===== src/rtl/token_merger.sv =====
// token_merger: greedy left-to-right pairwise token merge against a vocab buffer.
// Optional feature macro TOKEN_MERGER_MULTIPASS_EN adds internal ping-pong passes.
module token_merger #(
  parameter int DATA_WIDTH = 8,
  parameter int ADDR_WIDTH = 4,
  parameter int VOCAB_ADDR_WIDTH = 4,
  parameter logic [DATA_WIDTH-1:0] DELIM = '0
) (
  input  logic                        clk,
  input  logic                        rst,
  input  logic                        start,
`ifdef TOKEN_MERGER_MULTIPASS_EN
  input  logic [3:0]                  max_pass,
  output logic [3:0]                  pass_count,
  output logic [ADDR_WIDTH-1:0]       out_rd_addr,
  input  logic [DATA_WIDTH-1:0]       out_rd_data,
  output logic                        buf_sel,
`endif
  output logic                        busy,
  output logic                        done,
  output logic [ADDR_WIDTH-1:0]       in_addr,
  input  logic [DATA_WIDTH-1:0]       in_data,
  output logic [VOCAB_ADDR_WIDTH-1:0] voc_addr,
  input  logic [DATA_WIDTH-1:0]       voc_data,
  output logic                        out_we,
  output logic [ADDR_WIDTH-1:0]       out_addr,
  output logic [DATA_WIDTH-1:0]       out_data,
  output logic [ADDR_WIDTH-1:0]       merge_count,
  output logic                        overflow
);

  typedef logic [ADDR_WIDTH-1:0]       addr_t;
  typedef logic [ADDR_WIDTH:0]         len_t;
  typedef logic [VOCAB_ADDR_WIDTH-1:0] vaddr_t;
  typedef logic [DATA_WIDTH-1:0]       sym_t;

  typedef enum logic [3:0] {
    IDLE, FIND_A, FIND_B, VCMP, VSKIP,
    EMIT_A, EMIT_AB, FINISH, DONE
  } state_t;

  state_t state_q, state_d;
  len_t   k_q, k_d, tk_q, tk_d;
  logic   vld_q, vld_d;
  addr_t  nxt_q, nxt_d;
  addr_t  a_start_q, a_start_d;
  len_t   a_len_q, a_len_d;
  addr_t  b_start_q, b_start_d;
  len_t   b_len_q, b_len_d;
  logic   eos_q, eos_d;
  logic   b_none_q, b_none_d;
  vaddr_t ve_q, ve_d;
  addr_t  optr_q, optr_d;
  addr_t  mcnt_q, mcnt_d;
  logic   ovf_q, ovf_d;

  sym_t   rd_data;
  addr_t  ia;
  len_t   ab_len, elen, kb, tlen;
  addr_t  map_a, scan_pos, mcnt_inc;
  vaddr_t vaddr;
  logic   at_last, v_last, is_delim;

`ifdef TOKEN_MERGER_MULTIPASS_EN
  logic [3:0] pass_q, pass_d;
  logic       bsel_q, bsel_d;
  // bsel_q=1: source is the output buffer, writes land in the input buffer
  assign rd_data     = bsel_q ? out_rd_data : in_data;
  assign out_rd_addr = ia;
  assign pass_count  = pass_q;
  assign buf_sel     = bsel_q;
`else
  assign rd_data = in_data;
`endif

  assign in_addr     = ia;
  assign out_addr    = optr_q;
  assign merge_count = mcnt_q;
  assign overflow    = ovf_q;
  assign busy        = (state_q != IDLE) && (state_q != DONE);

  assign ab_len   = a_len_q + b_len_q;
  assign kb       = k_q - a_len_q;
  // Position k of the A||B concatenation mapped onto the input buffer
  assign map_a    = (k_q < a_len_q) ? a_start_q + addr_t'(k_q)
                                    : b_start_q + addr_t'(kb);
  assign scan_pos = nxt_q + addr_t'(tk_q);
  assign at_last  = (scan_pos == '1);
  assign vaddr    = ve_q + vaddr_t'(tk_q);
  assign v_last   = (vaddr == '1);
  assign is_delim = (rd_data == DELIM);
  assign tlen     = is_delim ? tk_q : tk_q + len_t'(1);
  assign elen     = (state_q == EMIT_AB) ? ab_len : a_len_q;
  assign mcnt_inc = (&mcnt_q) ? mcnt_q : mcnt_q + addr_t'(1);

  always_comb begin
    ia       = '0;
    voc_addr = '0;
    case (state_q)
      FIND_A, FIND_B: ia = nxt_q + addr_t'(k_q);
      VCMP: begin
        ia       = map_a;
        voc_addr = ve_q + vaddr_t'(k_q);
      end
      VSKIP: voc_addr = ve_q + vaddr_t'(k_q);
      EMIT_A, EMIT_AB: ia = map_a;
      default: ;
    endcase
  end

  always_comb begin
    state_d   = state_q;
    k_d       = k_q;
    tk_d      = k_q;
    vld_d     = 1'b0;
    nxt_d     = nxt_q;
    a_start_d = a_start_q;
    a_len_d   = a_len_q;
    b_start_d = b_start_q;
    b_len_d   = b_len_q;
    eos_d     = eos_q;
    b_none_d  = b_none_q;
    ve_d      = ve_q;
    optr_d    = optr_q;
    mcnt_d    = mcnt_q;
    ovf_d     = ovf_q;
    out_we    = 1'b0;
    out_data  = '0;
    done      = 1'b0;
`ifdef TOKEN_MERGER_MULTIPASS_EN
    pass_d    = pass_q;
    bsel_d    = bsel_q;
`endif
    unique case (state_q)
      IDLE: begin
        if (start) begin
          state_d  = FIND_A;
          k_d      = '0;
          nxt_d    = '0;
          optr_d   = '0;
          mcnt_d   = '0;
          ovf_d    = 1'b0;
          eos_d    = 1'b0;
          b_none_d = 1'b0;
`ifdef TOKEN_MERGER_MULTIPASS_EN
          pass_d   = '0;
          bsel_d   = 1'b0;
`endif
        end
      end
      FIND_A, FIND_B: begin
        vld_d = 1'b1;
        k_d   = k_q + len_t'(1);
        if (vld_q && (is_delim || at_last)) begin
          k_d   = '0;
          vld_d = 1'b0;
          nxt_d = scan_pos + addr_t'(1);
          if (state_q == FIND_A) begin
            if (tlen == '0) begin
              state_d = FINISH;
            end else begin
              a_start_d = nxt_q;
              a_len_d   = tlen;
              eos_d     = at_last;
              b_none_d  = at_last;
              state_d   = at_last ? EMIT_A : FIND_B;
            end
          end else if (tlen == '0) begin
            b_none_d = 1'b1;
            eos_d    = 1'b1;
            state_d  = EMIT_A;
          end else begin
            b_start_d = nxt_q;
            b_len_d   = tlen;
            eos_d     = at_last;
            ve_d      = '0;
            state_d   = VCMP;
          end
        end
      end
      VCMP: begin
        vld_d = 1'b1;
        k_d   = (k_q < ab_len) ? k_q + len_t'(1) : k_q;
        if (vld_q) begin
          if (tk_q == '0 && voc_data == DELIM) begin
            state_d = EMIT_A;
          end else if (tk_q == ab_len) begin
            if (voc_data == DELIM) begin
              state_d = EMIT_AB;
            end else begin
              ve_d    = vaddr;
              state_d = VSKIP;
            end
          end else if (voc_data != rd_data) begin
            ve_d    = vaddr;
            state_d = VSKIP;
          end else if (v_last) begin
            // last vocab symbol carries an implicit delimiter
            state_d = (tk_q + len_t'(1) == ab_len) ? EMIT_AB : EMIT_A;
          end
          if (state_d != VCMP) begin
            k_d   = '0;
            vld_d = 1'b0;
          end
        end
      end
      VSKIP: begin
        vld_d = 1'b1;
        k_d   = k_q + len_t'(1);
        if (vld_q && (v_last || voc_data == DELIM)) begin
          k_d     = '0;
          vld_d   = 1'b0;
          ve_d    = vaddr + vaddr_t'(1);
          state_d = v_last ? EMIT_A : VCMP;
        end
      end
      EMIT_A, EMIT_AB: begin
        vld_d = 1'b1;
        k_d   = (k_q < elen) ? k_q + len_t'(1) : k_q;
        if (vld_q) begin
          out_we = 1'b1;
          if (optr_q == '1) begin
            out_data = DELIM;
            ovf_d    = 1'b1;
            state_d  = DONE;
          end else begin
            out_data = (tk_q < elen) ? rd_data : DELIM;
            optr_d   = optr_q + addr_t'(1);
            if (tk_q == elen) begin
              k_d   = '0;
              vld_d = 1'b0;
              if (state_q == EMIT_AB) begin
                mcnt_d  = mcnt_inc;
                state_d = eos_q ? FINISH : FIND_A;
              end else if (b_none_q) begin
                state_d = FINISH;
              end else begin
                a_start_d = b_start_q;
                a_len_d   = b_len_q;
                b_none_d  = eos_q;
                state_d   = eos_q ? EMIT_A : FIND_B;
              end
            end
          end
        end
      end
      FINISH: begin
        out_we   = 1'b1;
        out_data = DELIM;
        state_d  = DONE;
`ifdef TOKEN_MERGER_MULTIPASS_EN
        if (mcnt_q != '0 &&
            ({1'b0, pass_q} + 5'd1) < {1'b0, max_pass}) begin
          state_d  = FIND_A;
          k_d      = '0;
          nxt_d    = '0;
          optr_d   = '0;
          mcnt_d   = '0;
          eos_d    = 1'b0;
          b_none_d = 1'b0;
          pass_d   = pass_q + 4'd1;
          bsel_d   = ~bsel_q;
        end
`endif
      end
      DONE: begin
        done    = 1'b1;
        state_d = IDLE;
      end
      default: state_d = IDLE;
    endcase
  end

  always_ff @(posedge clk) begin
    if (rst) begin
      state_q   <= IDLE;
      k_q       <= '0;
      tk_q      <= '0;
      vld_q     <= 1'b0;
      nxt_q     <= '0;
      a_start_q <= '0;
      a_len_q   <= '0;
      b_start_q <= '0;
      b_len_q   <= '0;
      eos_q     <= 1'b0;
      b_none_q  <= 1'b0;
      ve_q      <= '0;
      optr_q    <= '0;
      mcnt_q    <= '0;
      ovf_q     <= 1'b0;
`ifdef TOKEN_MERGER_MULTIPASS_EN
      pass_q    <= '0;
      bsel_q    <= 1'b0;
`endif
    end else begin
      state_q   <= state_d;
      k_q       <= k_d;
      tk_q      <= tk_d;
      vld_q     <= vld_d;
      nxt_q     <= nxt_d;
      a_start_q <= a_start_d;
      a_len_q   <= a_len_d;
      b_start_q <= b_start_d;
      b_len_q   <= b_len_d;
      eos_q     <= eos_d;
      b_none_q  <= b_none_d;
      ve_q      <= ve_d;
      optr_q    <= optr_d;
      mcnt_q    <= mcnt_d;
      ovf_q     <= ovf_d;
`ifdef TOKEN_MERGER_MULTIPASS_EN
      pass_q    <= pass_d;
      bsel_q    <= bsel_d;
`endif
    end
  end

endmodule


===== config.mk =====
export PLATFORM = sky130hd
export DESIGN_NAME = token_merger
export DESIGN_NICKNAME = d
export VERILOG_FILES = /design/src/rtl/token_merger.sv
export SDC_FILE = /design/constraint.sdc
export NUM_CORES = 1
export LEC_CHECK = 0
export CAP_MARGIN = 20
export CORE_MARGIN = 4
export CORE_UTILIZATION = 53
export CTS_CLUSTER_DIAMETER = 80
export CTS_CLUSTER_SIZE = 24
export DETAILED_ROUTE_END_ITERATION = 10
export PLACE_DENSITY = 0.78
export SETUP_SLACK_MARGIN = 0.4
export SYNTH_ARGS = -nofsm -noshare
export SYNTH_HDL_FRONTEND = slang
export SYNTH_SLANG_ARGS = --single-unit

===== constraint.sdc =====
create_clock -name clk -period 3.5 [get_ports clk]
set_input_delay 0.7 -clock clk [delete_from_list [all_inputs] [get_ports clk]]
set_output_delay 0.7 -clock clk [all_outputs]
set_load 0.005 [all_outputs]

=== Word level (Yosys, flattened, before mapping) ===
Cells that the tools add are included.

* Bits in registers: 52
* Output and inout port bits: 28
* Logic and storage cells: 221

* Add/sub/neg operators: 14
* $lt $le $gt $ge: 4
* Equality and inequality tests: 38
* Mux-type cells: 114
* Bitwise operators: 2
* Reduce and logical (&&, ||, !) cells: 34

{| class="wikitable"
|+ Operator list
! kind !! number
|-
| $mux W4 || 42
|-
| $mux W5 || 20
|-
| $pmux W4 S2 || 5
|-
| $mux W8 || 4
|-
| $ne A2 B2 Y1 const B || 16
|-
| $reduce_and A9 Y1 || 3
|-
| $pmux W5 S5 || 1
|-
| $add A4 B4 Y4 || 6
|-
| $mux W1 || 24
|-
| $mux W3 || 8
|-
| $pmux W4 S6 || 1
|-
| $lt A5 B5 Y1 || 4
|-
| $reduce_and A4 Y1 || 5
|-
| $add A4 B1 Y4 const B || 4
|-
| $eq A4 B3 Y1 const B || 4
|-
| $eq A4 B4 Y1 const B || 4
|-
| $logic_not A8 Y1 || 2
|-
| $eq A5 B5 Y1 || 3
|-
| $ne A3 B3 Y1 const B || 5
|-
| $pmux W4 S3 || 1
|-
| $add A5 B1 Y5 const B || 2
|-
| $logic_not A5 Y1 || 2
|-
| $pmux W5 S2 || 1
|-
| $eq A4 B2 Y1 const B || 2
|-
| other kinds (24) || 37
|}

=== Depth between registers and ports, before layout ===
Gate-level depths: netlist of the first run.

* Depth after elaboration: 13
* Mapped depth: 16
* Gate-level depth less buffers: 16

=== Worst setup path before layout of the first run ===
OpenSTA, ideal clock, no wires.

* Kind: reg2reg
* Start: register a_len_q[0]
* End: register k_q[4]
* Setup time: 0.117 ns
* Data arrival time: 3.312 ns
* Setup slack: 0.071 ns
* Stages on the path, launching flop included: 15
* Buffers on the path: 0
* Period minus slack after synthesis: 3.429 ns
* Cells stage by stage: dfxtp_1 > ha_1 > fa_1 > a21o_1 > a21oi_2 > xnor2_1 > nor2_1 > a21oi_1 > ha_1 > and3_1 > and3_1 > a31oi_2 > or3_4 > a311o_1 > a22o_1

* Cells in the longest elaborated chain, start to end: 13

{| class="wikitable"
|+ RTL lines
! item !! RTL line !! RTL
|-
| start: declaration || 47 || <nowiki>len_t a_len_q, a_len_d;</nowiki>
|-
| start signal: assignment || 302 || <nowiki>a_len_q <= a_len_d;</nowiki>
|-
| $add A5 B5 Y5 || 82 || <nowiki>assign ab_len = a_len_q + b_len_q;</nowiki>
|-
| $eq A5 B5 Y1 || 199 || <nowiki>state_d = (tk_q + len_t'(1) == ab_len) ? EMIT_AB : EMIT_A;</nowiki>
|-
| $mux W2 || 199 ||
|-
| $mux W4 || 197 || <nowiki>end else if (v_last) begin</nowiki>
|-
| $mux W4 || 194 || <nowiki>end else if (voc_data != rd_data) begin</nowiki>
|-
| $mux W4 || 187 || <nowiki>end else if (tk_q == ab_len) begin</nowiki>
|-
| $mux W4 || 185 || <nowiki>if (tk_q == '0 && voc_data == DELIM) begin</nowiki>
|-
| $mux W4 || 184 || <nowiki>if (vld_q) begin</nowiki>
|-
| $mux W4 || 134 || <nowiki>unique case (state_q)</nowiki>
|-
| $ne A4 B2 Y1 || 201 || <nowiki>if (state_d != VCMP) begin</nowiki>
|-
| $mux W5 || 201 ||
|-
| $mux W5 || 184 ||
|-
| $pmux W5 S5 * || 134 ||
|-
| end signal: assignment || 297 || <nowiki>k_q <= k_d;</nowiki>
|-
| end: declaration || 43 || <nowiki>len_t k_q, k_d, tk_q, tk_d;</nowiki>
|}

Every way passes the cells marked *; elsewhere a longest branch is shown, timed or not. The select of a mux whose other input is x is not followed.
A chain may end at the register's enable or synchronous reset.

=== Final worst setup path of the first run ===
* Start: register a_len_q[0]
* End: output port out_data[5]

* Cells in the longest elaborated chain, start to end: 7

{| class="wikitable"
|+ RTL lines
! item !! RTL line !! RTL
|-
| $add A5 B5 Y5 || 82 ||
|-
| $mux W5 * || 93 || <nowiki>assign elen = (state_q == EMIT_AB) ? ab_len : a_len_q;</nowiki>
|-
| $lt A5 B5 Y1 * || 227 || <nowiki>out_data = (tk_q < elen) ? rd_data : DELIM;</nowiki>
|-
| $mux W8 * || 227 ||
|-
| $mux W8 * || 222 || <nowiki>if (optr_q == '1) begin</nowiki>
|-
| $mux W8 * || 220 || <nowiki>if (vld_q) begin</nowiki>
|-
| $mux W8 * || 134 ||
|-
| end: declaration || 27 || <nowiki>output logic [DATA_WIDTH-1:0] out_data,</nowiki>
|}

Every way passes the cells marked *; elsewhere a longest branch is shown, timed or not.

==> results of run 1 <==
==> kinds of logic (layout without fill, tap and decap cells) <==
family | count (synthesis) | count (layout) | share of synthesized area
and+or+nand+nor | 217 | 217 | 0.227
AOI/OAI and AO/OA | 145 | 145 | 0.212
adders and majority gates | 56 | 56 | 0.158
xor gates and xnor gates | 54 | 54 | 0.106
buffers and inverters | 54 | 167 | 0.0452
DFF | 52 | 52 | 0.213
muxes | 19 | 19 | 0.0395
==> layer usage <==
metal / part of all wire / global-route usage / vias up / routed length [µm]
met2: 0.48 / 0.467 / 235 / 7540
met5: 0 / 0 / - / 0
met4: 0.024 / 0.0940 / 0 / 376
met1: 0.41 / 0.373 / 2440 / 6470
li1: - / - / 2367 / -
met3: 0.081 / 0.0509 / 37 / 1270
==> repair_timing <==
item / CTS / global route
setup endpoints to repair: 38 / 45
setup buffers: 20 / 12
resized for setup: 95 / 49
pin swaps: 33 / 39
==> critical path, cell delays in order (launching register included) <==
cell	delay, ps
dfxtp_4	370
ha_4	160
fa_2	340
buf_4	140
buf_6	110
xnor2_4	180
nand2_1	90
o21ai_0	150
ha_1	310
and3_4	180
o21ai_2	50
and3_4	230
buf_6	110
buf_6	80
and2_4	130
buf_6	90
==> state kept, by name, summed over array words and instances (netlist names), 4 cells and up <==
name / flops
a_len_q: 5
a_start_q: 4
b_len_q: 5
b_start_q: 4
k_q: 5
merge_count: 4
nxt_q: 4
out_addr: 4
state_q: 4
tk_q: 5
ve_q: 4
==> stage by stage <==
stage	power (W)	setup slack [ps]	hold slack [ps]	cell area (µm²)	std cells
5_1_grt	0.00353	-331	512	6490	818
3_5_place_dp	0.00249	-340	455	5800	778
6_report	0.00332	-228	478	6490	818
4_1_cts	0.00312	-185	481	6240	806
3_3_place_gp	0.00244	-199	450	5800	778
2_1_floorplan	0.00193	277	460	4910	597
==> power groups by stage <==
| stage | registers [W] | clock network, W | logic [W] |
|---|---|---|---|
| global placement | 0.000761 | 0 | 0.00168 |
| floorplan | 0.000756 | 0 | 0.00118 |
| CTS | 0.000754 | 0.000362 | 0.00200 |
| detailed placement | 0.000767 | 0 | 0.00172 |
| finish | 0.000760 | 0.000356 | 0.00220 |
| global route | 0.000770 | 0.000385 | 0.00238 |
==> cell usage in the layout, fill, tap and decap left out, types with 16 or more instances in the layout <==
cell type	instances
xnor2_1	29
ha_1	42
nand3_1	21
clkdlybuf4s50_1	34
nor2_1	71
nand2_1	39
inv_1	25
dfxtp_1	46
xor2_1	19
a21oi_1	32
buf_6	25
mux2i_1	16
buf_4	60
==> final timing paths <==
kind,end,slack [ps],depth (start not counted)
setup / recovery,out_data[5],-230,15
hold / removal,overflow,480,2
setup reg to reg,k_q[0],-20,19
hold reg to reg,overflow,480,2
==> synthesized netlist by cell type (6+ instances only) <==
master	count	area share
a211oi_1	9	0.014
nand2b_1	7	0.0090
nor2_1	75	0.058
clkbuf_1	10	0.0077
and2_1	13	0.017
fa_1	9	0.037
a311oi_1	8	0.014
nand3_1	22	0.023
dfxtp_1	52	0.21
xor2_1	19	0.034
nand3b_1	6	0.0092
a21o_1	11	0.017
mux2i_1	17	0.035
and3_1	10	0.013
o21ai_0	16	0.016
nor2b_1	12	0.015
nor3_1	6	0.0062
ha_1	47	0.12
xnor2_1	30	0.054
inv_1	28	0.022
buf_2	8	0.0082
a21oi_1	42	0.043
nand2_1	41	0.032
nand4_1	7	0.0090
o21ai_1	8	0.0082
==> cell type report <==
| type | count | area, µm² |
|---|---|---|
| Multi-Input combinational cell | 491 | 3940 |
| Fill cell | 654 | 2360 |
| Timing Repair Buffer | 129 | 1160 |
| Sequential cell | 52 | 1050 |
| Tap cell | 108 | 135 |
| Inverter | 30 | 115 |
| Clock buffer | 7 | 76.3 |
| Clock inverter | 1 | 8.76 |
==> metrics.md, run 1 <==
| Metric | Value |
|---|---|
| Final ANT Viol Nets | `0` |
| Final Slew Violations | `0` |
| 1st-iter DRT viols | `397` |
| Top_reg_cell synth | `dfxtp_1` |
| Largest net degree at the start of global routing | `25` |
| YS warnings | `0` |
| P_leak | `roughly 2.6 nW` |
| Final Hold Vio Count | `0` |
| Reg power frac | `0.229` |
| Placed wire-length estimate | `11400 µm` |
| Crit path required time | `around 2800 ps` |
| Min Tclk post-route | `3730 ps` |
| Worst Hold Class | `reg -> reg` |
| Wire per inst | `19.1 µm` |
| Crit path kind | `reg -> out` |
| Num CTS Buffers | `5` |
| Vias per cell | `6.21` |
| Post-synth cell types | `74` |
| First-pass GRT wire length | `25400 µm` |
| Finished Core Util | `0.734` |
| Total grt overflow | `0` |
| Register area share after synthesis | `0.213` |
| Width of the die | `between 100 and 150 µm` |
| Routed wire length | `15700 µm` |
| Syn_nets | `672` |
| Worst rel slew slack | `0.579` |
| Chip height | `104 µm` |
| Outcome | `complete, but fails checks` |
| Psw | `approximately 0.0015 W` |
| Worst Setup Start Kind | `flip-flop` |
| Setup slack after layout | `-228 ps` |
| Critical Path AT | `3030 ps` |
| PortBufs | `46` |
| Clock power share | `0.107` |
| Register bit total from synthesis | `52` |
| Vias in the first global route | `5081` |
| Failing checks | `design-rule violations, negative setup slack` |
| Avg Cell Area, Syn | `8.17 µm²` |
| Final setup fails | `11` |
| Vias | `5079` |
| CTS tree | `done` |
| Internal | `~0.0018 W` |
| H-tree depth | `2` |
| Hold Crit Start | `overflow` |
| Row count | `34` |
| Fin crit share | `1.07` |
| TNS Setup | `-1350 ps` |
| Logic gate share of total power | `0.663` |
| Full die area | `10800 µm²` |
| DRC violations left | `2` |
| Mapped cell area | `4880 µm²` |
| CTS root buffer | `clkbuf_8` |
| Clock Tree Buf Depth | `2` |
| Skew-Pair Late Insertion Delay | `310 ps` |
| Clk slew on worst S/H paths | `about 100 ps` |
| Critical Path Source | `a_len_q[0]` |
| Initial core utilization | `0.551` |
| Post-synth EDFFs | `0` |
| Fin nets | `784` |
| Io pins | `47` |
| Ys async rst share | `0` |
| RSZ-0062 raised after global routing | `yes` |
| Final GP Congestion | `0.951` |
| Sw Ratio | `0.450` |
| Critical path endpoint category | `primary output` |
| Maximum VDD drop | `between 0.3 and 0.4 mV` |
| Share of cells above drive strength 1 | `0.269` |
| Core Region | `8850 µm²` |
| Mapped Cells | `597` |
| Worst r2r src | `a_len_q[0]` |
| Area grow syn2layout | `33.1%` |
| Power per cell area | `511 nW/µm²` |
| Antenna Cells | `0` |
| GRT Resource Usage Total | `0.283` |
| Detailed Routing Iterations Pass 1 | `8` |
| Post-CTS Hold Buffers | `0` |
| Critical path fanouts, max | `4` |
| Number of antenna violations at the first check in global routing | `0` |
| Max-cap violations | `0` |
| Worst-Margin Slew | `622 ps` |
| Fmax | `0.268 GHz` |
| Clock Sinks | `52` |
| Skew final | `9.16 ps` |
No activity file was read; power rests on OpenSTA's default activity.
==> run 2: changes to the inputs <==
--- a/config.mk
+++ b/config.mk
@@ -5,6 +5,7 @@
 export SDC_FILE = /design/constraint.sdc
 export NUM_CORES = 1
 export LEC_CHECK = 0
+export ABC_CLOCK_PERIOD_IN_PS = 3500
 export CAP_MARGIN = 20
 export CORE_MARGIN = 4
 export CORE_UTILIZATION = 53
==> results of run 2 <==
Final layout, timing and power as in run 1 (identical DEF).
==> run 3: changes to the inputs <==
--- a/config.mk
+++ b/config.mk
@@ -12,6 +12,7 @@
 export CTS_CLUSTER_DIAMETER = 80
 export CTS_CLUSTER_SIZE = 24
 export DETAILED_ROUTE_END_ITERATION = 10
+export HOLD_SLACK_MARGIN = 0.15
 export PLACE_DENSITY = 0.78
 export SETUP_SLACK_MARGIN = 0.4
 export SYNTH_ARGS = -nofsm -noshare
==> results of run 3 <==
Final layout, timing and power as in run 1 (identical DEF).
